### config.mk
export PLATFORM = sky130hd
export DESIGN_NAME = nyq_out_fifo
export DESIGN_NICKNAME = d
export VERILOG_FILES = /design/src/rtl/nyq_out_fifo.sv
export SDC_FILE = /design/constraint.sdc
export NUM_CORES = 1
export LEC_CHECK = 0
export CAP_MARGIN = 20
export CORE_MARGIN = 2
export CORE_UTILIZATION = 52
export CTS_BUF_LIST = sky130_fd_sc_hd__clkbuf_16
export DETAILED_ROUTE_END_ITERATION = 16
export GPL_TIMING_DRIVEN = 1
export PLACE_DENSITY = 0.75
export SETUP_SLACK_MARGIN = 0.02
export SYNTH_ARGS = -nofsm -noshare
export SYNTH_HDL_FRONTEND = slang
export SYNTH_SLANG_ARGS = --single-unit
### constraint.sdc
create_clock -name Clk_CI -period 3.5 [get_ports Clk_CI]
set_clock_uncertainty 0.2 [all_clocks]
set_input_delay 0.525 -clock Clk_CI [delete_from_list [all_inputs] [get_ports Clk_CI]]
set_output_delay 0.525 -clock Clk_CI [all_outputs]
set_load 0.01 [all_outputs]
### src/rtl/nyq_out_fifo.sv
// nyq_out_fifo
// Output buffer for the decimated Nyquist-filter samples. Samples are pushed
// one per InValid_SI pulse and presented show-ahead to the downstream consumer
// over a valid/ready handshake. Small configuration registers (almost-full
// threshold, enable, overflow clear, peak clear) live on the shared parameter
// write bus.
//
// Ports:
//   Clk_CI, Rst_RI          clock, asynchronous active-high reset
//   WrEn_SI/Addr_DI/PAR_In_DI parameter write bus
//                           (0: thresh, 1: ovf clear, 2: enable, 3: peak clear)
//   In_DI, InValid_SI       signed sample input and push request
//   Out_DO, OutValid_SO     show-ahead head sample and its valid
//   OutReady_SI             consumer accepts the head sample
//   Level_DO                number of stored samples
//   AlmostFull_SO           Level_DO >= threshold
//   Ovf_SO                  sticky overflow flag
//   Peak_DO                 peak |In_DI| over accepted pushes
//
// Optional feature macro: NYQF_PEAK_EN (peak-magnitude tracker). When it is
// undefined Peak_DO is tied to 0 and address 3 is ignored.
module nyq_out_fifo #(
    parameter int ADDR_WIDTH = 9,
    parameter int MEM_WIDTH  = 32,
    parameter int DATA_WIDTH = 24,
    parameter int DEPTH_LOG2 = 4
) (
    input  logic                         Clk_CI,
    input  logic                         Rst_RI,
    input  logic                         WrEn_SI,
    input  logic [ADDR_WIDTH-1:0]        Addr_DI,
    input  logic [MEM_WIDTH-1:0]         PAR_In_DI,
    input  logic signed [DATA_WIDTH-1:0] In_DI,
    input  logic                         InValid_SI,
    output logic signed [DATA_WIDTH-1:0] Out_DO,
    output logic                         OutValid_SO,
    input  logic                         OutReady_SI,
    output logic [DEPTH_LOG2:0]          Level_DO,
    output logic                         AlmostFull_SO,
    output logic                         Ovf_SO,
    output logic [DATA_WIDTH-1:0]        Peak_DO
);

    localparam int DEPTH = 1 << DEPTH_LOG2;
    localparam logic [DEPTH_LOG2:0]   LVL_FULL   = {1'b1, {DEPTH_LOG2{1'b0}}};
    localparam logic [DEPTH_LOG2:0]   LVL_ONE    = 1;
    localparam logic [DEPTH_LOG2:0]   THRESH_RST = {2'b01, {(DEPTH_LOG2-1){1'b0}}};
    localparam logic [DEPTH_LOG2-1:0] PTR_ONE    = 1;

    logic signed [DATA_WIDTH-1:0] mem_q [DEPTH];

    logic [DEPTH_LOG2-1:0] wr_ptr_q, wr_ptr_d;
    logic [DEPTH_LOG2-1:0] rd_ptr_q, rd_ptr_d;
    logic [DEPTH_LOG2:0]   level_q, level_d;
    logic [DEPTH_LOG2:0]   thresh_q, thresh_d;
    logic                  en_q, en_d;
    logic                  ovf_q, ovf_d;

    logic push, pop, full, push_ok;
    logic cfg_thresh, cfg_ovf_clr, cfg_en;

    // Upper parameter-data bits carry nothing for this block.
    logic unused_par;
    assign unused_par = ^PAR_In_DI[MEM_WIDTH-1:DEPTH_LOG2+1];

    assign cfg_thresh  = WrEn_SI && (Addr_DI == ADDR_WIDTH'(0));
    assign cfg_ovf_clr = WrEn_SI && (Addr_DI == ADDR_WIDTH'(1)) && PAR_In_DI[0];
    assign cfg_en      = WrEn_SI && (Addr_DI == ADDR_WIDTH'(2));

    assign push = InValid_SI && en_q;
    assign pop  = OutValid_SO && OutReady_SI;
    assign full = (level_q == LVL_FULL);
    // A simultaneous pop frees a slot, so a push at full still succeeds.
    assign push_ok = push && (!full || pop);

    always_comb begin
        wr_ptr_d = wr_ptr_q;
        rd_ptr_d = rd_ptr_q;
        level_d  = level_q;
        thresh_d = cfg_thresh ? PAR_In_DI[DEPTH_LOG2:0] : thresh_q;
        en_d     = cfg_en ? PAR_In_DI[0] : en_q;
        ovf_d    = ovf_q;

        if (push_ok) wr_ptr_d = wr_ptr_q + PTR_ONE;
        if (pop)     rd_ptr_d = rd_ptr_q + PTR_ONE;
        if (push_ok && !pop)      level_d = level_q + LVL_ONE;
        else if (pop && !push_ok) level_d = level_q - LVL_ONE;

        // Clear first so that a concurrent overflow wins.
        if (cfg_ovf_clr)          ovf_d = 1'b0;
        if (push && full && !pop) ovf_d = 1'b1;

        // Disabling flushes the queue at the write edge and keeps it empty.
        if (!en_d) begin
            wr_ptr_d = '0;
            rd_ptr_d = '0;
            level_d  = '0;
        end
    end

    always_ff @(posedge Clk_CI or posedge Rst_RI) begin
        if (Rst_RI) begin
            wr_ptr_q <= '0;
            rd_ptr_q <= '0;
            level_q  <= '0;
            thresh_q <= THRESH_RST;
            en_q     <= 1'b1;
            ovf_q    <= 1'b0;
        end else begin
            wr_ptr_q <= wr_ptr_d;
            rd_ptr_q <= rd_ptr_d;
            level_q  <= level_d;
            thresh_q <= thresh_d;
            en_q     <= en_d;
            ovf_q    <= ovf_d;
        end
    end

    // Sample storage is deliberately not reset.
    always_ff @(posedge Clk_CI) begin
        if (push_ok) mem_q[wr_ptr_q] <= In_DI;
    end

    assign OutValid_SO   = (level_q != '0);
    assign Out_DO        = OutValid_SO ? mem_q[rd_ptr_q] : '0;
    assign Level_DO      = level_q;
    assign AlmostFull_SO = (level_q >= thresh_q);
    assign Ovf_SO        = ovf_q;

`ifdef NYQF_PEAK_EN
    localparam logic signed [DATA_WIDTH-1:0] S_MIN = {1'b1, {(DATA_WIDTH-1){1'b0}}};
    localparam logic [DATA_WIDTH-1:0]        S_MAX = {1'b0, {(DATA_WIDTH-1){1'b1}}};

    // |x| with the most negative code saturated to the largest positive one.
    function automatic logic [DATA_WIDTH-1:0] abs_sat(input logic signed [DATA_WIDTH-1:0] x);
        if (x == S_MIN)  return S_MAX;
        else if (x < 0)  return $unsigned(-x);
        else             return $unsigned(x);
    endfunction

    logic [DATA_WIDTH-1:0] peak_q, peak_d;
    logic [DATA_WIDTH-1:0] mag;
    logic                  cfg_peak_clr;

    assign cfg_peak_clr = WrEn_SI && (Addr_DI == ADDR_WIDTH'(3)) && PAR_In_DI[0];
    assign mag          = abs_sat(In_DI);

    // A clear coinciding with an accepted push loads that push's magnitude.
    always_comb begin
        peak_d = peak_q;
        if (cfg_peak_clr) peak_d = '0;
        if (push_ok && (cfg_peak_clr || (mag > peak_q))) peak_d = mag;
    end

    always_ff @(posedge Clk_CI or posedge Rst_RI) begin
        if (Rst_RI) peak_q <= '0;
        else        peak_q <= peak_d;
    end

    assign Peak_DO = peak_q;
`else
    assign Peak_DO = '0;
`endif

endmodule

==> impl_metrics.py, run 1 <==
metrics = {
    "final_layout": {
        "area_growth_pct": 19.03,
        "nets": 977,
        "layout.cells.non_filler": 1317,
        "final_util_pct": 62.63,
        "diodes": 0,
        "drive_gt1_share_pct": 24.65,
        "nFillCells": 2039,
    },
    "power": {
        "p_comb_share_pct": 1.5,
        "power.internal_mw": 7.650,
        "power.density_mw_per_mm2": 496.4,
        "peakVddDrop_mv": 0.3895,
        "fin_total_pwr_mw": 9.485,
        "p_sw_mw": 1.834,
        "swShare_pct": 19.34,
        "clock_power_share_pct": 42.6,
        "leakagePower_nw": 6.149,
        "seq_power_share_pct": 55.9,
    },
    "floorplan": {
        "start_util_pct": 52.62,
        "dieHeight_um": 179.7,
        "chipWidth_um": 179.7,
        "die-area_mm2": 0.03229,
        "core_mm2": 0.03051,
        "num_rows": 64,
        "io-pin-count": 126,
    },
    "detailed_routing": {
        "antenna_left": 0,
        "wl_um": 33710,
        "first_pass_iters": 5,
        "drc_errors": 0,
        "viasPerCell": 5.926,
        "drt_iter0_markers": 818,
        "num_vias": 7805,
        "routedWlPerCell_um": 25.60,
    },
    "critical_path": {
        "worstSetupStartpoint": "rd_ptr_q[0]",
        "r2r-end": "Level_DO[4]",
        "worstPathArrival_ns": 2.70,
        "path_class": "register to output pin",
        "rrSetupSlack_ns": 0.30,
        "r2r_start": "Level_DO[0]",
        "rr_worst_depth": 9,
        "end_kind": "output pin",
        "cp-endpoint": "Out_DO[12]",
        "cp.required_ns": 2.77,
        "path_max_fanout": 12,
        "worstSetupStartpointType": "register",
    },
    "yosys": {
        "avgSynthCellArea_um2": 20.98,
        "synth_cells": 765,
        "ys_async_sr_fraction_pct": 4.950,
        "synth-main-ff-cell": "edfxtp_1",
        "syn-cell-area_mm2": 0.01605,
        "yosysUniqueCellTypes": 43,
        "ys_seq_area_share_pct": 74.96,
        "ys_ff_latch": 404,
        "ys_warn_count": 0,
        "synth_edf_count": 384,
    },
    "timing": {
        "clock.fmax_mhz": 292.3,
        "fin_crit_ns": 3.421,
        "max_slew_margin_pct": 47.62,
        "drv_slew": 0,
        "holdWs_ns": 0.2451,
        "rsz0062_at_grt": "no",
        "setup_viol": 0,
        "tightest_slew_ns": 0.7848,
        "finalSetupTns_ns": 0,
        "finalCritPeriodShare_pct": 97.74,
        "hold_violations": 0,
    },
    "clocking": {
        "clk_pin_slew_ns": 0.06,
        "cts-root-buf": "clkbuf_16",
        "cts_max_level": 2,
        "cts_sinks": 404,
        "tritoncts": "yes",
        "clockBufferDepth": 3,
        "cts-buffers-inserted": 40,
        "postCtsHoldBufs": 0,
        "insertion_delay_ns": 0.53,
    },
    "grt": {
        "grt_pass1_wl_um": 49470,
        "antenna_found_initial": 1,
        "grt_pass1_vias": 7960,
        "grt_start_max_net_pins": 74,
        "overflow": 0,
        "grtUsageTotal_pct": 20.69,
    },
    "placed_design": {
        "placed_cells": 1233,
        "dp_hpwl_um": 16700,
        "gp_congestion": 0.7490,
        "io_buffers": 74,
    },
    "run_status": {
        "outcome": "complete, no violations",
    },
    "worst_hold_path": {
        "hold_path.class": "primary input to async pin",
    },
    "run": {
        "maxCapViolCount": 0,
    },
}
-- state kept, by name (all words and copies together) (netlist names) --
register and flops:
en_q 1, mem_q 384, wr_ptr_q 4, Ovf_SO 1
Level_DO 5, rd_ptr_q 4, thresh_q 5
-- power by group through the flow --
stage	clock (mW)	sequential (mW)	combinational [mW]
2_1_floorplan	0	5.40	0.0523
3_3_place_gp	0	5.40	0.137
3_5_place_dp	0	5.40	0.143
4_1_cts	4.11	5.30	0.144
5_1_grt	4.31	5.30	0.159
6_report	4.04	5.30	0.145
-- critical path, stage by stage (launching register included) --
cell and delay [ns]:
dfrtp_4 0.47, buf_4 0.18, buf_16 0.17, mux4_2 0.53, mux2i_1 0.16, o22ai_1 0.14, clkdlybuf4s50_1 0.51
-- cells in the mapped netlist, types with 9 or more instances --
cell / count / share of area, %
nor2_1: 20 / 0.47
mux4_2: 96 / 13
o22ai_1: 24 / 0.94
clkbuf_1: 17 / 0.40
inv_1: 13 / 0.30
buf_4: 25 / 1.2
dfrtp_1: 18 / 2.8
edfxtp_1: 384 / 72
mux2i_1: 51 / 3.2
nand2_1: 14 / 0.33
and2_1: 9 / 0.35
ha_1: 14 / 1.1
buf_2: 17 / 0.53
-- worst min-delay path by stage --
stage,start,end,depth (start not counted)
6_report,Rst_RI,thresh_q[4],2
2_1_floorplan,thresh_q[0],thresh_q[0],1
4_1_cts,Rst_RI,rd_ptr_q[3],2
3_5_place_dp,thresh_q[0],thresh_q[0],1
5_1_grt,thresh_q[0],thresh_q[0],1
3_3_place_gp,thresh_q[0],thresh_q[0],1
-- kinds of logic after synthesis --
logic type | share of synthesized area, %
fa+ha+maj | 1.216
other cells | 0.02336
compound gates | 1.816
xor+xnor | 0.4910
mux | 16.86
buf+inv | 2.424
flops | 74.96
simple gates | 2.206
-- per-stage QoR --
| stage | cell area [um2] | worst slack (ns) |
|---|---|---|
| floorplan | 16140 | 0.05875 |
| global placement | 17590 | 0.4552 |
| detailed placement | 17590 | 0.3699 |
| CTS | 18890 | -0.03467 |
| global route | 19110 | 0.01146 |
| finish | 19110 | 0.07913 |
-- placed cells by master (no fill, tap or decap), types with 2 or more instances in the layout --
cell type	instances
a21o_1	2
a21oi_1	7
and2_1	9
buf_12	18
buf_16	4
buf_4	20
bufinv_16	3
clkbuf_16	44
clkdlybuf4s50_1	65
clkinv_1	7
clkinv_2	12
conb_1	24
dfrtp_1	13
dfrtp_2	2
dfrtp_4	3
dfstp_2	2
dlygate4sd2_1	2
dlymetal6s2s_1	7
edfxtp_1	384
ha_1	14
inv_1	20
mux2i_1	49
mux2i_2	2
mux4_2	96
nand2_1	14
nand2b_1	2
nand3_1	7
nor2_1	16
nor2_4	4
nor3_2	5
nor3b_1	2
o21ai_0	6
o22ai_1	23
xnor2_1	4
xor2_1	5
-- routing by layer --
layer | GRT usage, % | vias to the layer above | wire [um]
li1 | - | 3345 | -
met1 | 29.11 | 4090 | 13650
met2 | 33.47 | 306 | 17000
met3 | 4.295 | 62 | 2263
met4 | 5.626 | 2 | 788
met5 | 0 | - | 16
-- layout make-up --
type / instances / area, um2 / area share, %
Tap cell: 396 / 495.5 / 2.593
Clock buffer: 40 / 1001 / 5.238
Clock inverter: 31 / 227.7 / 1.192
Multi-Input combinational cell: 311 / 3796 / 19.87
Timing Repair Buffer: 121 / 1488 / 7.786
Inverter: 14 / 52.55 / 0.2750
Sequential cell: 404 / 12050 / 63.05
-- timing repair --
action / in CTS / in global routing
gates cloned: 1 / 4
pin swaps: 0 / 1
setup buffers: 2 / 6
hold endpoints to repair: 0 / 0
setup endpoints to repair: 24 / 20
resized for setup: 5 / 16
Note: power is estimated with default switching activity, not from simulation.
==> inputs of run 2 (changes only) <==
GPL_TIMING_DRIVEN = not set   (was 1)
==> results of run 2 <==
The final DEF is identical to that of run 1; final timing and power are the same.
